$ cat src/rtl/lsu_mw.sv
// Multi-cycle load/store unit: checks alignment and funct3, runs one bus transaction
// with an ack timeout, then aligns and extends the load result.
module lsu_mw #(
  parameter int unsigned TIMEOUT = 255
) (
  input  logic        clk,
  input  logic        reset,
  input  logic        req_valid,
  input  logic        req_we,
  input  logic [2:0]  funct3,
  input  logic [31:0] addr,
  input  logic [31:0] wdata,
  output logic        stall,
  output logic        done,
  output logic [31:0] load_data,
  output logic        err,
  output logic        mem_req,
  output logic        mem_we,
  output logic [29:0] mem_addr,
  output logic [3:0]  mem_be,
  output logic [31:0] mem_wdata,
  input  logic        mem_ack,
  input  logic [31:0] mem_rdata
);

  localparam int unsigned CNT_W = (TIMEOUT > 1) ? $clog2(TIMEOUT) : 1;

  localparam logic [1:0] S_IDLE = 2'd0;
  localparam logic [1:0] S_BUS  = 2'd1;
  localparam logic [1:0] S_DONE = 2'd2;

  logic [1:0]       state_q, state_d;
  logic [CNT_W-1:0] cnt_q, cnt_d;
  logic [2:0]       f3_q, f3_d;
  logic [1:0]       off_q, off_d;
  logic             mem_req_q, mem_req_d;
  logic             mem_we_q, mem_we_d;
  logic [29:0]      mem_addr_q, mem_addr_d;
  logic [3:0]       mem_be_q, mem_be_d;
  logic [31:0]      mem_wdata_q, mem_wdata_d;
  logic             done_q, done_d;
  logic             err_q, err_d;
  logic [31:0]      load_data_q, load_data_d;

  logic             legal, misal;
  logic [3:0]       be_new;
  logic [31:0]      wd_new;
  logic [31:0]      rsh;
  logic [31:0]      ld_ext;

  assign stall = (state_q == S_BUS) || ((state_q == S_IDLE) && req_valid);

  // Request decode: legality, alignment, byte enables and lane replication
  always_comb begin
    legal  = req_we ? (funct3 inside {3'b000, 3'b001, 3'b010})
                    : (funct3 inside {3'b000, 3'b001, 3'b010, 3'b100, 3'b101});
    misal  = ((funct3[1:0] == 2'b01) && addr[0]) ||
             ((funct3[1:0] == 2'b10) && (addr[1:0] != 2'b00));
    be_new = 4'b1111;
    wd_new = wdata;
    if (req_we) begin
      case (funct3[1:0])
        2'b00:   begin be_new = 4'b0001 << addr[1:0]; wd_new = {4{wdata[7:0]}}; end
        2'b01:   begin be_new = addr[1] ? 4'b1100 : 4'b0011; wd_new = {2{wdata[15:0]}}; end
        default: begin be_new = 4'b1111; wd_new = wdata; end
      endcase
    end
  end

  // Load alignment: halves are aligned, so one byte-granular shift serves both widths
  always_comb begin
    rsh = mem_rdata >> {off_q, 3'b000};
    case (f3_q)
      3'b000:  ld_ext = {{24{rsh[7]}}, rsh[7:0]};
      3'b001:  ld_ext = {{16{rsh[15]}}, rsh[15:0]};
      3'b100:  ld_ext = {24'b0, rsh[7:0]};
      3'b101:  ld_ext = {16'b0, rsh[15:0]};
      default: ld_ext = rsh;
    endcase
  end

  // Next-state and registered-output logic
  always_comb begin
    state_d     = state_q;
    cnt_d       = cnt_q;
    f3_d        = f3_q;
    off_d       = off_q;
    mem_req_d   = mem_req_q;
    mem_we_d    = mem_we_q;
    mem_addr_d  = mem_addr_q;
    mem_be_d    = mem_be_q;
    mem_wdata_d = mem_wdata_q;
    done_d      = 1'b0;
    err_d       = err_q;
    load_data_d = load_data_q;
    case (state_q)
      S_IDLE: begin
        if (req_valid) begin
          if (legal && !misal) begin
            state_d     = S_BUS;
            cnt_d       = '0;
            f3_d        = funct3;
            off_d       = addr[1:0];
            mem_req_d   = 1'b1;
            mem_we_d    = req_we;
            mem_addr_d  = addr[31:2];
            mem_be_d    = be_new;
            mem_wdata_d = wd_new;
          end else begin
            state_d     = S_DONE;
            done_d      = 1'b1;
            err_d       = 1'b1;
            load_data_d = '0;
          end
        end
      end
      S_BUS: begin
        if (mem_ack) begin
          state_d     = S_DONE;
          done_d      = 1'b1;
          err_d       = 1'b0;
          load_data_d = mem_we_q ? 32'd0 : ld_ext;
          mem_req_d   = 1'b0;
          mem_we_d    = 1'b0;
        end else if (cnt_q == CNT_W'(TIMEOUT - 1)) begin
          state_d     = S_DONE;
          done_d      = 1'b1;
          err_d       = 1'b1;
          load_data_d = '0;
          mem_req_d   = 1'b0;
          mem_we_d    = 1'b0;
        end else begin
          cnt_d = cnt_q + CNT_W'(1);
        end
      end
      S_DONE:  state_d = S_IDLE;
      default: state_d = S_IDLE;
    endcase
  end

  always_ff @(posedge clk) begin
    if (reset) begin
      state_q     <= S_IDLE;
      cnt_q       <= '0;
      f3_q        <= '0;
      off_q       <= '0;
      mem_req_q   <= 1'b0;
      mem_we_q    <= 1'b0;
      mem_addr_q  <= '0;
      mem_be_q    <= '0;
      mem_wdata_q <= '0;
      done_q      <= 1'b0;
      err_q       <= 1'b0;
      load_data_q <= '0;
    end else begin
      state_q     <= state_d;
      cnt_q       <= cnt_d;
      f3_q        <= f3_d;
      off_q       <= off_d;
      mem_req_q   <= mem_req_d;
      mem_we_q    <= mem_we_d;
      mem_addr_q  <= mem_addr_d;
      mem_be_q    <= mem_be_d;
      mem_wdata_q <= mem_wdata_d;
      done_q      <= done_d;
      err_q       <= err_d;
      load_data_q <= load_data_d;
    end
  end

  assign mem_req   = mem_req_q;
  assign mem_we    = mem_we_q;
  assign mem_addr  = mem_addr_q;
  assign mem_be    = mem_be_q;
  assign mem_wdata = mem_wdata_q;
  assign done      = done_q;
  assign err       = err_q;
  assign load_data = load_data_q;

endmodule

$ cat config.mk
export PLATFORM = sky130hd
export DESIGN_NAME = lsu_mw
export DESIGN_NICKNAME = d
export VERILOG_FILES = /design/src/rtl/lsu_mw.sv
export SDC_FILE = /design/constraint.sdc
export NUM_CORES = 1
export LEC_CHECK = 0
export BUFFER_PORTS_ARGS = -buffer_cell sky130_fd_sc_hd__buf_2
export CORE_ASPECT_RATIO = 1.1
export CORE_MARGIN = 5
export CORE_UTILIZATION = 48
export CTS_BUF_LIST = sky130_fd_sc_hd__clkbuf_16
export CTS_CLUSTER_DIAMETER = 40
export DETAILED_ROUTE_END_ITERATION = 8
export PLACE_DENSITY = 0.79
export RECOVER_POWER = 25
export SKIP_CTS_REPAIR_TIMING = 1
export SLEW_MARGIN = 20
export SYNTH_ARGS = -nofsm -noshare
export SYNTH_HDL_FRONTEND = slang
export SYNTH_SLANG_ARGS = --single-unit
$ cat constraint.sdc
create_clock -name clk -period 3.25 [get_ports clk]
set_input_delay 0.975 -clock clk [delete_from_list [all_inputs] [get_ports clk]]
set_output_delay 0.975 -clock clk [all_outputs]
set_load 0.03 [all_outputs]
### After elaboration in Yosys (flattened, before gate mapping)

Index checks and enable logic that the tools add are counted.

| word-level totals | value |
|---|---|
| output and inout port bits | 103 |
| register bits | 117 |
| input port bits | 104 |

| operators by class | value |
|---|---|
| add/subtract/negate cells | 1 |
| shifts and indexed selects | 2 |
| mux-type cells | 41 |
| equality and inequality tests | 17 |
| reductions and logical operators | 20 |

Operator list:

| operator | number |
|---|---|
| $mux 32 | 6 |
| $pmux 32 s2 | 2 |
| $pmux 32 s4 | 1 |
| $mux 8 | 4 |
| $shr 32x5->32 | 1 |
| $pmux 8 s2 | 1 |
| $mux 1 | 15 |
| $eq 3x3->1 const B | 4 |
| $add 8x1->8 const B | 1 |
| $eq 8x8->1 const B | 1 |
| $mux 2 | 4 |
| $mux 4 | 2 |
| $ne 2x2->1 const B | 4 |
| $pmux 1 s2 | 4 |
| $pmux 4 s2 | 1 |
| $reduce_and 4->1 | 2 |
| $eq 3x1->1 const B | 2 |
| $logic_not 3->1 | 2 |
| $reduce_and 5->1 | 1 |
| $reduce_bool 5->1 | 1 |
| $eq 2x1->1 const B | 2 |
| $logic_and 1x1->1 | 4 |
| $logic_not 2->1 | 2 |
| $pmux 2 s2 | 1 |
| other kinds (11) | 13 |

### Logic depth before layout (Yosys ltp)

Gate-level depths: netlist of run 1.

| depth | value |
|---|---|
| word-level depth | 8 |
| depth in mapped cells | 7 |
| depth with buffers taken out | 6 |

### Least setup slack after synthesis of run 1

Ideal clock, no wire load.

| timing path | value |
|---|---|
| kind | input to register |
| from | input port addr[1] |
| to | register off_q[0] |
| arrival time | 2,498 ps |
| cell stages on the path | 7 |
| required time | 3,118 ps |
| library setup time | 132 ps |
| buffers on the path | 3 |
| slack | 620 ps |
| path through | or4_1 > clkbuf_1 > a211o_1 > clkbuf_1 > clkbuf_1 > nand2_1 > a21oi_1 |

| between the ends | value |
|---|---|
| longest elaborated chain between the ends | 6 |

Ends and longest elaborated chain:

| element | RTL line | text |
|---|---|---|
| start, declared | 11 | `input logic [31:0] addr,` |
| $reduce_bool 2->1 | 58 | `((funct3[1:0] == 2'b10) && (addr[1:0] != 2'b00));` |
| $logic_and 1x1->1 | 58 |  |
| $logic_or 1x1->1 | 57 | `misal = ((funct3[1:0] == 2'b01) && addr[0]) \|\|` |
| $logic_not 1->1 | 99 | `if (legal && !misal) begin` |
| $logic_and 1x1->1 | 99 |  |
| $reduce_and 3->1 (no source line) | - |  |
| end signal, assigned | 146 | `off_q <= '0;` |
| end signal, assigned | 159 | `off_q <= off_d;` |
| end, declared | 35 | `logic [1:0] off_q, off_d;` |

No other way between the ends.
A chain may end at the register's enable or synchronous reset.

### Final worst setup path of run 1

| timing path | value |
|---|---|
| from | input port req_valid |
| to | output port stall |

| between the ends | value |
|---|---|
| longest elaborated chain between the ends | 2 |

Ends and longest elaborated chain:

| element | RTL line | text |
|---|---|---|
| start, declared | 8 | `input logic req_valid,` |
| $logic_and 1x1->1 | 51 | `assign stall = (state_q == S_BUS) \|\| ((state_q == S_IDLE) && req_valid);` |
| $logic_or 1x1->1 | 51 |  |
| end, declared | 13 | `output logic stall,` |

No other way between the ends.

==> qor.yml, run 1 <==
run_status:
  outcome: "finished clean"
floorplan:
  die_width_um: 107
  core_mm2: 0.0102
  start_util: 0.484
  die-area_mm2: 0.0125
  rows: 39
  die_y_um: 117
  io_pins: 207
placed_design:
  hpwl_um: 10300
  gp_congestion: 0.868
  portBuffers: 206
  preCtsSetupSlack_ns: 0.385
clock_network:
  max-clock-path-buffers: 2
  path_clk_slew_ns: 0.05
  cts.sinks: 117
  cts_tree: "yes"
  cts_root_buf: "clkbuf_16"
  cts_made_buffers: 17
  ctsHtreeMaxLevel: 4
  insertion_delay_ns: 0.41
detailed_routing:
  num_vias: 4917
  drtAntennaViolNets: 0
  drcViolationCount: 0
  firstDrtPassIters: 5
  wl_um: 14600
  wire_per_inst_um: 16.4
  drtIter0Drc: 300
  viasPerCell: 5.52
sta:
  post-route-period-util: 0.816
  finalCriticalPeriod_ns: 2.65
  fin_setup_tns_ns: 0
  grt_setup_unrepaired: "no"
  drv_slew: 0
  setup_slack_ns: 0.599
  slew_headroom: 0.316
  final-hold-violation-count: 0
  skew_ns: 0.0166
  fmax_ghz: 0.377
  worstMarginPinSlew_ns: 1.02
  finalSetupViolCount: 0
grt:
  grt_overflow: 0
  grt_max_degree: 82
  grt_pass1_vias: 4736
  antenna_found_initial: 0
  grt_pass1_wl_um: 22700
  grt_usage: 0.227
finish:
  post_route_cells_drive_above_1_share: 0.265
  final_cell_mix: "151 x buf_2, 117 x dfxtp_1, 112 x nand2_1"
  diodes: 0
  synthToLayoutAreaGrowth_pct: 33.5
  final_common_cell: "buf_2"
  fin_nets: 860
yosys:
  synth_ff_type: "dfxtp_1"
  ys_seq_elements: 117
  ys_async_sr_fraction: 0
  synthCells: 565
  syn_nets: 671
  synthDistinctLibCells: 43
  yosysWarnings: 0
  synth-seq-area-share: 0.473
  netlist_area_mm2: 0.00495
  synth_edf_count: 0
  synth_area_per_cell_um2: 8.77
power_and_ir_drop:
  ir_worst_vdd_uv: 376
  p_leak_nw: 2.69
  power_density_mw_per_mm2: 610
run:
  cap_violations: 0
setup_path:
  crit_fanout: 4
  crit_type: "input pin to output pin"
  end_kind: "output pin"
  crit_required_ns: 2.27
  start_kind: "input pin"
  critPathArrivalTime_ns: 1.68
  r2r_setup_slack_ns: 0.69
worst_hold_path:
  hold_class: "register to register"
[metrics by stage]
step | power (W) | utilization | hold WS, ns | instances | cell area (µm²)
after floorplan | 0.00188 | - | 0.445 | 565 | 4950
after global placement | 0.00206 | 0.590 | 0.437 | 858 | 6040
after detailed placement | 0.00207 | 0.590 | 0.442 | 858 | 6040
after CTS | 0.00407 | 0.652 | 0.450 | 890 | 6680
after global routing | 0.00418 | 0.645 | 0.472 | 890 | 6610
final | 0.00403 | 0.645 | 0.450 | 890 | 6610
[critical path, cell delays in order]
cell and delay [ns]:
buf_2 0.12, nor2_1 0.04, nor2_1 0.27, buf_2 0.27
[routing by layer]
metal	global-route usage	share of wire
met1	0.261	0.39
met2	0.378	0.49
met3	0.0868	0.097
met4	0.101	0.023
met5	0	0
[layout make-up]
class,instances,area [µm²]
sequential,117,2340
multi-input combinational,396,2400
fill,860,3630
clock buffer,17,425
timing repair buffer,215,1050
inverter,7,26.3
clock inverter,15,213
tap,123,154
[flip-flops by register name (all words and copies together), names as in the netlist]
name       flops
load_data     32
mem_be         4
done           1
mem_addr      30
cnt_q          8
f3_q           3
mem_req        1
mem_wdata     32
err            1
state_q        2
off_q          2
mem_we         1
[path summary, 6_finish.rpt]
check / from / end / cells after the start
hold / removal: mem_wdata[8] / mem_wdata[8] / 2
setup / recovery: req_valid / stall / 4
setup reg to reg: off_q[1] / load_data[25] / 5
hold reg to reg: mem_wdata[8] / mem_wdata[8] / 2
[synth_stat cells, types with 5 or more instances]
library cell	n	area share
o211ai_1	18	0.027
buf_2	15	0.015
mux2i_1	32	0.065
dfxtp_1	117	0.47
inv_1	7	0.0053
nand2b_1	6	0.0076
clkbuf_1	25	0.019
a221o_1	17	0.034
a21oi_1	77	0.078
nand2_1	112	0.085
nor2_1	38	0.029
a22o_1	9	0.016
mux2_2	8	0.018
xnor2_1	6	0.011
a211oi_1	10	0.015
nor2b_1	5	0.0063
o21ai_0	13	0.013
o2bb2ai_1	7	0.012
[kinds of logic after synthesis]
kind of cell | synth area share
compound gates | 0.229
xor+xnor | 0.0106
fa+ha+maj | 0.00505
buf+inv | 0.0439
flops | 0.473
mux | 0.0874
simple gates | 0.152
[power breakdown]
| group | switching, W | internal (W) | total [W] |
|---|---|---|---|
| clock | 0.000646 | 0.00135 | 0.00200 |
| combinational | 0.000336 | 0.000172 | 0.000508 |
| sequential | 0.0000339 | 0.00149 | 0.00153 |
Power figures use the tool's default switching activity.
==> inputs of run 2 (changes only) <==
ABC_AREA = 1   (was default)
CORE_UTILIZATION = 44   (was 48)
PLACE_DENSITY = 0.75   (was 0.79)
clock period = 2.2 ns   (was 3.25 ns; I/O delays follow)
==> run 2 against run 1 <==
  * Combinational power is 75% higher
  * Sequential cell count stayed put
  * Global-route usage is 0.71 points lower
  * Sequential power is 46% higher
  * Highest routed layer is now met5
  * Critical path depth is 4 higher
  * Setup slack worse by 0.40 ns
  * Synthesized area is 9.6% higher
  * Critical path type is now input pin to register
  * Utilization is 5.9 points lower
  * First-iteration DRC count is 77% higher
  * Total power is 45% higher
  * Cell count is 26% higher
  * Sequential share of layout area is 2.4 points lower
==> qor.yml, run 2 <==
yosys:
  yosysWarnings: 0  # unchanged
  synth_area_per_cell_um2: 7.14  # -19%
  synth-seq-area-share: 0.431  # -0.0414
  netlist_area_mm2: 0.00543  # +9.6%
  synthCells: 761  # +35%
  synthTopCellsByCount: "273 x nand2_1, 117 x dfxtp_1, 98 x a21oi_1"
  ys_async_sr_fraction: 0  # unchanged
  synth_top_area_frac: 0.431  # -0.0414
  yosys.area.top_type: "dfxtp_1"
  synth_ff_type: "dfxtp_1"
  synth_edf_count: 0  # unchanged
  synthDistinctLibCells: 30  # -30%
  ys_seq_elements: 117  # unchanged
  syn_nets: 867  # +29%
  yosysMostFrequentCell: "nand2_1"
  synth_area_leaders: "dfxtp_1 43%, nand2_1 19%, a21oi_1 9.0%"
clock_network:
  cts_made_buffers: 17  # unchanged
  cts_root_buf: "clkbuf_16"
  insertion_delay_ns: 0.41  # about the same
  max-clock-path-buffers: 2  # unchanged
  cts.sinks: 117  # unchanged
  path_clk_slew_ns: 0.05  # about the same
  cts_tree: "yes"
  ctsHtreeMaxLevel: 4  # unchanged
finish:
  final_common_cell: "nand2_1"
  multi_input_area_mm2: 0.00266  # +11%
  synthToLayoutAreaGrowth_pct: 30.6
  nFillCells: 1198  # +39%
  fin_util: 0.587  # -0.0588
  final_cell_mix: "273 x nand2_1, 203 x buf_2, 117 x dfxtp_1"
  seq_area_mm2: 0.00234  # unchanged
  final_cells: 1121  # +26%
  diodes: 0  # unchanged
  post_route_cells_drive_above_1_share: 0.303  # +0.0383
  fin_nets: 1060  # +23%
sta:
  finalSetupViolCount: 0  # unchanged
  final-hold-violation-count: 0  # unchanged
  drv_slew: 0  # unchanged
  hold-worst-slack_ns: 0.458  # +0.00841 ns
  post-route-period-util: 0.909
  grt_setup_unrepaired: "no"
  slew_headroom: 0.504  # +0.188
  worstMarginPinSlew_ns: 0.743  # -0.280 ns
  fin_setup_tns_ns: 0  # unchanged
  skew_ns: 0.0103  # -0.00635 ns
  fmax_ghz: 0.500
  finalCriticalPeriod_ns: 2.00
power_and_ir_drop:
  intPower_w: 0.00423  # +40%
  ir_worst_vdd_uv: 514  # +37%
  p_switching_w: 0.00160  # +57%
  seq_power_share: 0.385  # +0.006
  p_leak_nw: 3.19  # +18%
  power_density_mw_per_mm2: 822  # +35%
  power_frac_clock: 0.462  # -0.033
  switching_share: 0.274  # +0.0217
  combinationalPowerShare: 0.153  # +0.027
  finalPower_w: 0.00583  # +45%
detailed_routing:
  wire_per_inst_um: 14.8  # -10%
  wl_um: 16600  # +13%
  num_vias: 5832  # +19%
  firstDrtPassIters: 5  # unchanged
  drtIter0Drc: 530  # +77%
  viasPerCell: 5.20  # -5.8%
  drcViolationCount: 0  # unchanged
  drtAntennaViolNets: 0  # unchanged
worst_hold_path:
  min_path_cells: 2  # unchanged
  hold_class: "register to register"
  worstHoldStart: "mem_addr[26]"
  hold-path-endpoint: "mem_addr[26]"
grt:
  grt_pass1_wl_um: 25900  # +14%
  grt_usage: 0.220  # -0.00710
  antenna_found_initial: 2  # +2
  grt_pass1_vias: 5346  # +13%
  grt_max_degree: 102  # +24%
  grt_overflow: 0  # unchanged
setup_path:
  critPathArrivalTime_ns: 2.35  # +0.67 ns
  reg2reg_depth: 7  # +2
  cp_slowest_stage_delay_ns: 0.63  # +0.36 ns
  crit_fanout: 41  # +37
  path_buf_inv: 3  # +1
  crit_required_ns: 2.55  # +0.28 ns
  crit_chain: "clkbuf_1 -> inv_1 -> nand2_1 -> nand2_1 -> nand3_1 -> buf_2 -> nand2_1 -> a21oi_1"
  start_kind: "input pin"
  end_kind: "register"
  crit_type: "input pin to register"
  critical-path-top-delay-family: "buffers and inverters"
  reg2reg_to: "mem_addr[18]"
  critPathSlowestCell: "buf_2"
  r2r_start: "state_q[1]"
  r2r_setup_slack_ns: 0.48  # -0.21 ns
  crit_top_cell: "nand2_1"
placed_design:
  hpwl_um: 11800  # +14%
  gp_congestion: 0.925  # +6.5%
  portBuffers: 206  # unchanged
  place_inst: 1089  # +27%
floorplan:
  start_util: 0.449  # -0.0342
  die_y_um: 127  # +8.5%
  die_width_um: 116  # +8.5%
  core_mm2: 0.0121  # +18%
  io_pins: 207  # unchanged
  rows: 42  # +7.7%
  die-area_mm2: 0.0147  # +18%
run:
  cap_violations: 0  # unchanged
run_status:
  outcome: "finished clean"
## run 2: changes by cell type in the layout (fill, tap and decap cells not counted), moves of 25 or more
cell / previous run / this run
buf_2: 151 / 203
clkbuf_1: 55 / 4
mux2i_1: 32 / 0
nand2_1: 112 / 273
nand3_1: 3 / 66
o21ai_0: 13 / 38
## run 2: per-layer routing
layer	part of all wire	GRT usage
met2	0.47	0.354
met1	0.41	0.265
met3	0.11	0.0867
met4	0.021	0.0785
met5	0.0013	0
## run 2: power by group through the flow
stage / Clock (W) / Sequential [W] / Combinational [W]
global route: 0.00284 / 0.00225 / 0.000976
CTS: 0.00274 / 0.00224 / 0.000897
detailed placement: 0 / 0.00229 / 0.000895
global placement: 0 / 0.00229 / 0.000887
finish: 0.00270 / 0.00224 / 0.000891
floorplan: 0 / 0.00242 / 0.000467
## run 2: layout make-up
cell class                 instances  share of cell area
sequential                       117               0.330
tap                              154              0.0272
clock inverter                    15              0.0208
timing repair buffer             224               0.170
multi-input combinational        563               0.375
clock buffer                      17              0.0600
inverter                          31              0.0164
## run 2: how the worst max path moves through the flow
stage / start / endpoint / slack [ns] / cells past startpoint
after floorplan: req_valid / stall / 0.45 / 4
after global placement: funct3[0] / mem_wdata[14] / 0.26 / 7
after detailed placement: funct3[0] / mem_addr[22] / 0.23 / 8
after CTS: state_q[1] / stall / 0.20 / 6
after global routing: funct3[0] / mem_wdata[14] / 0.06 / 8
final: funct3[0] / mem_addr[18] / 0.20 / 8
## run 2: cells by family after synthesis
kind of cell,Yosys count,synth area share
buffers and inverters,81,0.0779
AOI/OAI and AO/OA,170,0.170
adders and majority gates,2,0.00461
and+or+nand+nor,391,0.316
DFF,117,0.431
## run 2: metrics by stage
stage                     instance area [µm²]  worst slack [ns]
after CTS                                7110             0.202
after global routing                     7090            0.0598
final                                    7090             0.201
after global placement                   6540             0.263
after floorplan                          5430             0.455
after detailed placement                 6540             0.227
## run 2: worst min-delay path: cells and delay by family, from the launching register on
family	cells	cell delay, ns
compound gates	1	0.05
simple gates	1	0.06
flops	1	0.30
==> inputs of run 3 (changes only) <==
CORE_UTILIZATION = 53   (was 44)
PLACE_DENSITY = 0.85   (was 0.75)
clock period = 2.45 ns   (was 2.2 ns; I/O delays follow)
==> run 3 against run 2 <==
  * Total power decreased by 3.0%
  * Clock power increased by 6%
  * Utilization increased by 13 points
  * Sequential share of layout area about the same
  * Setup slack improved by 0.16 ns
  * Highest routed layer unchanged
  * Hold slack improved by 0.0022 ns
  * Design area about the same
  * Combinational power decreased by 13%
  * Clock skew decreased by 0.0022 ns
  * Global-route usage increased by 4.0 points
==> qor.yml, run 3 (same netlist as run 2, synthesis figures left out) <==
sta:
  finalCriticalPeriod_ns: 2.09
  fin_setup_tns_ns: 0  # unchanged
  fmax_ghz: 0.479
  final-hold-violation-count: 0  # unchanged
  drv_slew: 0  # unchanged
  finalSetupViolCount: 0  # unchanged
  worstMarginPinSlew_ns: 0.770  # +0.0268 ns
  slew_headroom: 0.486  # -0.0184
  skew_ns: 0.00804  # -0.00223 ns
  post-route-period-util: 0.853
  grt_setup_unrepaired: "no"
placed_design:
  portBuffers: 206  # unchanged
  hpwl_um: 11300  # -4.4%
  gp_congestion: 0.883  # -4.5%
  place_inst: 1048  # -3.8%
detailed_routing:
  firstDrtPassIters: 7  # +2
  drcViolationCount: 0  # unchanged
  viasPerCell: 5.43  # +4.5%
  drtIter0Drc: 397  # -25%
  wire_per_inst_um: 15.0  # +1.5%
  wl_um: 16200  # -2.2%
  num_vias: 5869  # +0.63%
  drtAntennaViolNets: 0  # unchanged
grt:
  busiest_layer: "met2"
  grt_overflow: 0  # unchanged
  grt_pass1_wl_um: 25900  # -0.24%
  grt_pass1_vias: 5598  # +4.7%
  grt_usage: 0.260  # +0.0398
  use_met2: 0.433  # +0.0792
  grt_use_met3: 0.104  # +0.0172
  use_met1: 0.302  # +0.0364
  grt_max_degree: 102  # unchanged
  antenna_found_initial: 1  # -1
floorplan:
  core_mm2: 0.00994  # -18%
  rows: 38  # -9.5%
  start_util: 0.546  # +0.0972
  io_pins: 207  # unchanged
  die_width_um: 107  # -8.1%
  die_y_um: 116  # -8.2%
  die-area_mm2: 0.0124  # -16%
setup_path:
  critPathArrivalTime_ns: 2.43  # +0.08 ns
  critPathSlowestCell: "clkbuf_2"
  crit_top_cell: "nand2_1"
  crit_type: "register to register"
  end_kind: "register"
  crit_fanout: 34  # -17%
  start_kind: "register"
  cp_slowest_stage_delay_ns: 0.53  # -0.10 ns
  crit_chain: "inv_1 -> ha_1 -> inv_1 -> nor2_1 -> nand2_1 -> nand2_1 -> nand2_1 -> nand2_1 -> clkinv_1 -> clkbuf_2 -> nand2_1 -> a21oi_2"
  crit_required_ns: 2.79  # +0.24 ns
clock_network:
  cts_root_buf: "clkbuf_16"
  max-clock-path-buffers: 2  # unchanged
  ctsHtreeMaxLevel: 4  # unchanged
  path_clk_slew_ns: 0.06  # about the same
  insertion_delay_ns: 0.40  # about the same
  cts_made_buffers: 17  # unchanged
  cts_tree: "yes"
  cts.sinks: 117  # unchanged
run:
  cap_violations: 0  # unchanged
power_and_ir_drop:
  seq_power_share: 0.357  # -0.028
  power_frac_clock: 0.507  # +0.045
  finalPower_w: 0.00566  # -3.0%
  ir_worst_vdd_uv: 486  # -5.4%
  power_density_mw_per_mm2: 798  # -2.9%
  switching_share: 0.254  # -0.0199
  combinationalPowerShare: 0.137  # -0.016
  p_leak_nw: 3.11  # -2.3%
  intPower_w: 0.00422  # -0.31%
  p_switching_w: 0.00144  # -10%
finish:
  nFillCells: 854  # -29%
  synthToLayoutAreaGrowth_pct: 30.5  # about the same
  seq_area_mm2: 0.00234  # unchanged
  final_cell_mix: "273 x nand2_1, 183 x buf_2, 117 x dfxtp_1"
  post_route_cells_drive_above_1_share: 0.283  # -0.0197
  diodes: 0  # unchanged
  fin_nets: 1053  # -0.66%
  final_common_cell: "nand2_1"
  final_cells: 1080  # -3.7%
  multi_input_area_mm2: 0.00266  # unchanged
worst_hold_path:
  hold_class: "register to register"
run_status:
  outcome: "finished clean"
==> run 3: cell types whose count changed in the layout (fill, tap and decap cells not counted) <==
cell | before | now
buf_2 | 203 | 183
clkbuf_1 | 4 | 23
buf_4 | 12 | 6
bufinv_16 | 3 | 7
clkinv_1 | 4 | 1
clkinvlp_4 | 1 | 3
inv_1 | 27 | 25
inv_2 | 7 | 6
o21ai_0 | 38 | 37
o21ai_1 | 1 | 2
==> run 3: area by class of cell <==
type,count,share of cell area
clock buffer,17,0.0600
clock inverter,15,0.0367
inverter,31,0.0164
multi-input combinational,563,0.375
sequential,117,0.331
tap,120,0.0212
timing repair buffer,217,0.160
==> run 3: final timing paths <==
path	slack (ns)	start	to	depth (start not counted)
worst max register to register	0.36	cnt_q[0]	load_data[24]	12
worst min-delay path	0.46	load_data[5]	load_data[5]	2
worst max-delay path	0.36	cnt_q[0]	load_data[24]	12
worst min register to register	0.46	load_data[5]	load_data[5]	2
==> run 3: power by group through the flow <==
stage                     logic, W  registers (W)  clock network, W
final                     0.000775        0.00202           0.00287
after detailed placement  0.000781        0.00205                 0
after floorplan           0.000419        0.00217                 0
after CTS                 0.000786        0.00202           0.00290
after global routing      0.000850        0.00202           0.00300
after global placement    0.000776        0.00205                 0
==> run 3: worst max-delay path: cells and delay by family, from the launching register on <==
kind	cells	cell delay (ns)
buffers and inverters	4	0.73
adders and majority gates	1	0.19
DFF	1	0.38
and+or+nand+nor	6	0.50
AOI/OAI and AO/OA	1	0.18
==> run 3: per-stage QoR <==
| stage | hold slack, ns | instance area (µm²) | setup WS, ns | util |
|---|---|---|---|---|
| 2_1_floorplan | 0.467 | 5430 | 0.555 | - |
| 3_3_place_gp | 0.446 | 6450 | 0.386 | 0.649 |
| 3_5_place_dp | 0.449 | 6450 | 0.373 | 0.649 |
| 4_1_cts | 0.458 | 7140 | 0.351 | 0.718 |
| 5_1_grt | 0.474 | 7090 | 0.152 | 0.713 |
| 6_report | 0.460 | 7090 | 0.360 | 0.713 |
==> run 3: layer usage <==
| metal | up-vias | share of wire |
|---|---|---|
| met4 | 2 | 0.023 |
| met3 | 40 | 0.10 |
| li1 | 2887 | - |
| met2 | 274 | 0.47 |
| met1 | 2666 | 0.40 |
| met5 | - | 0.00043 |
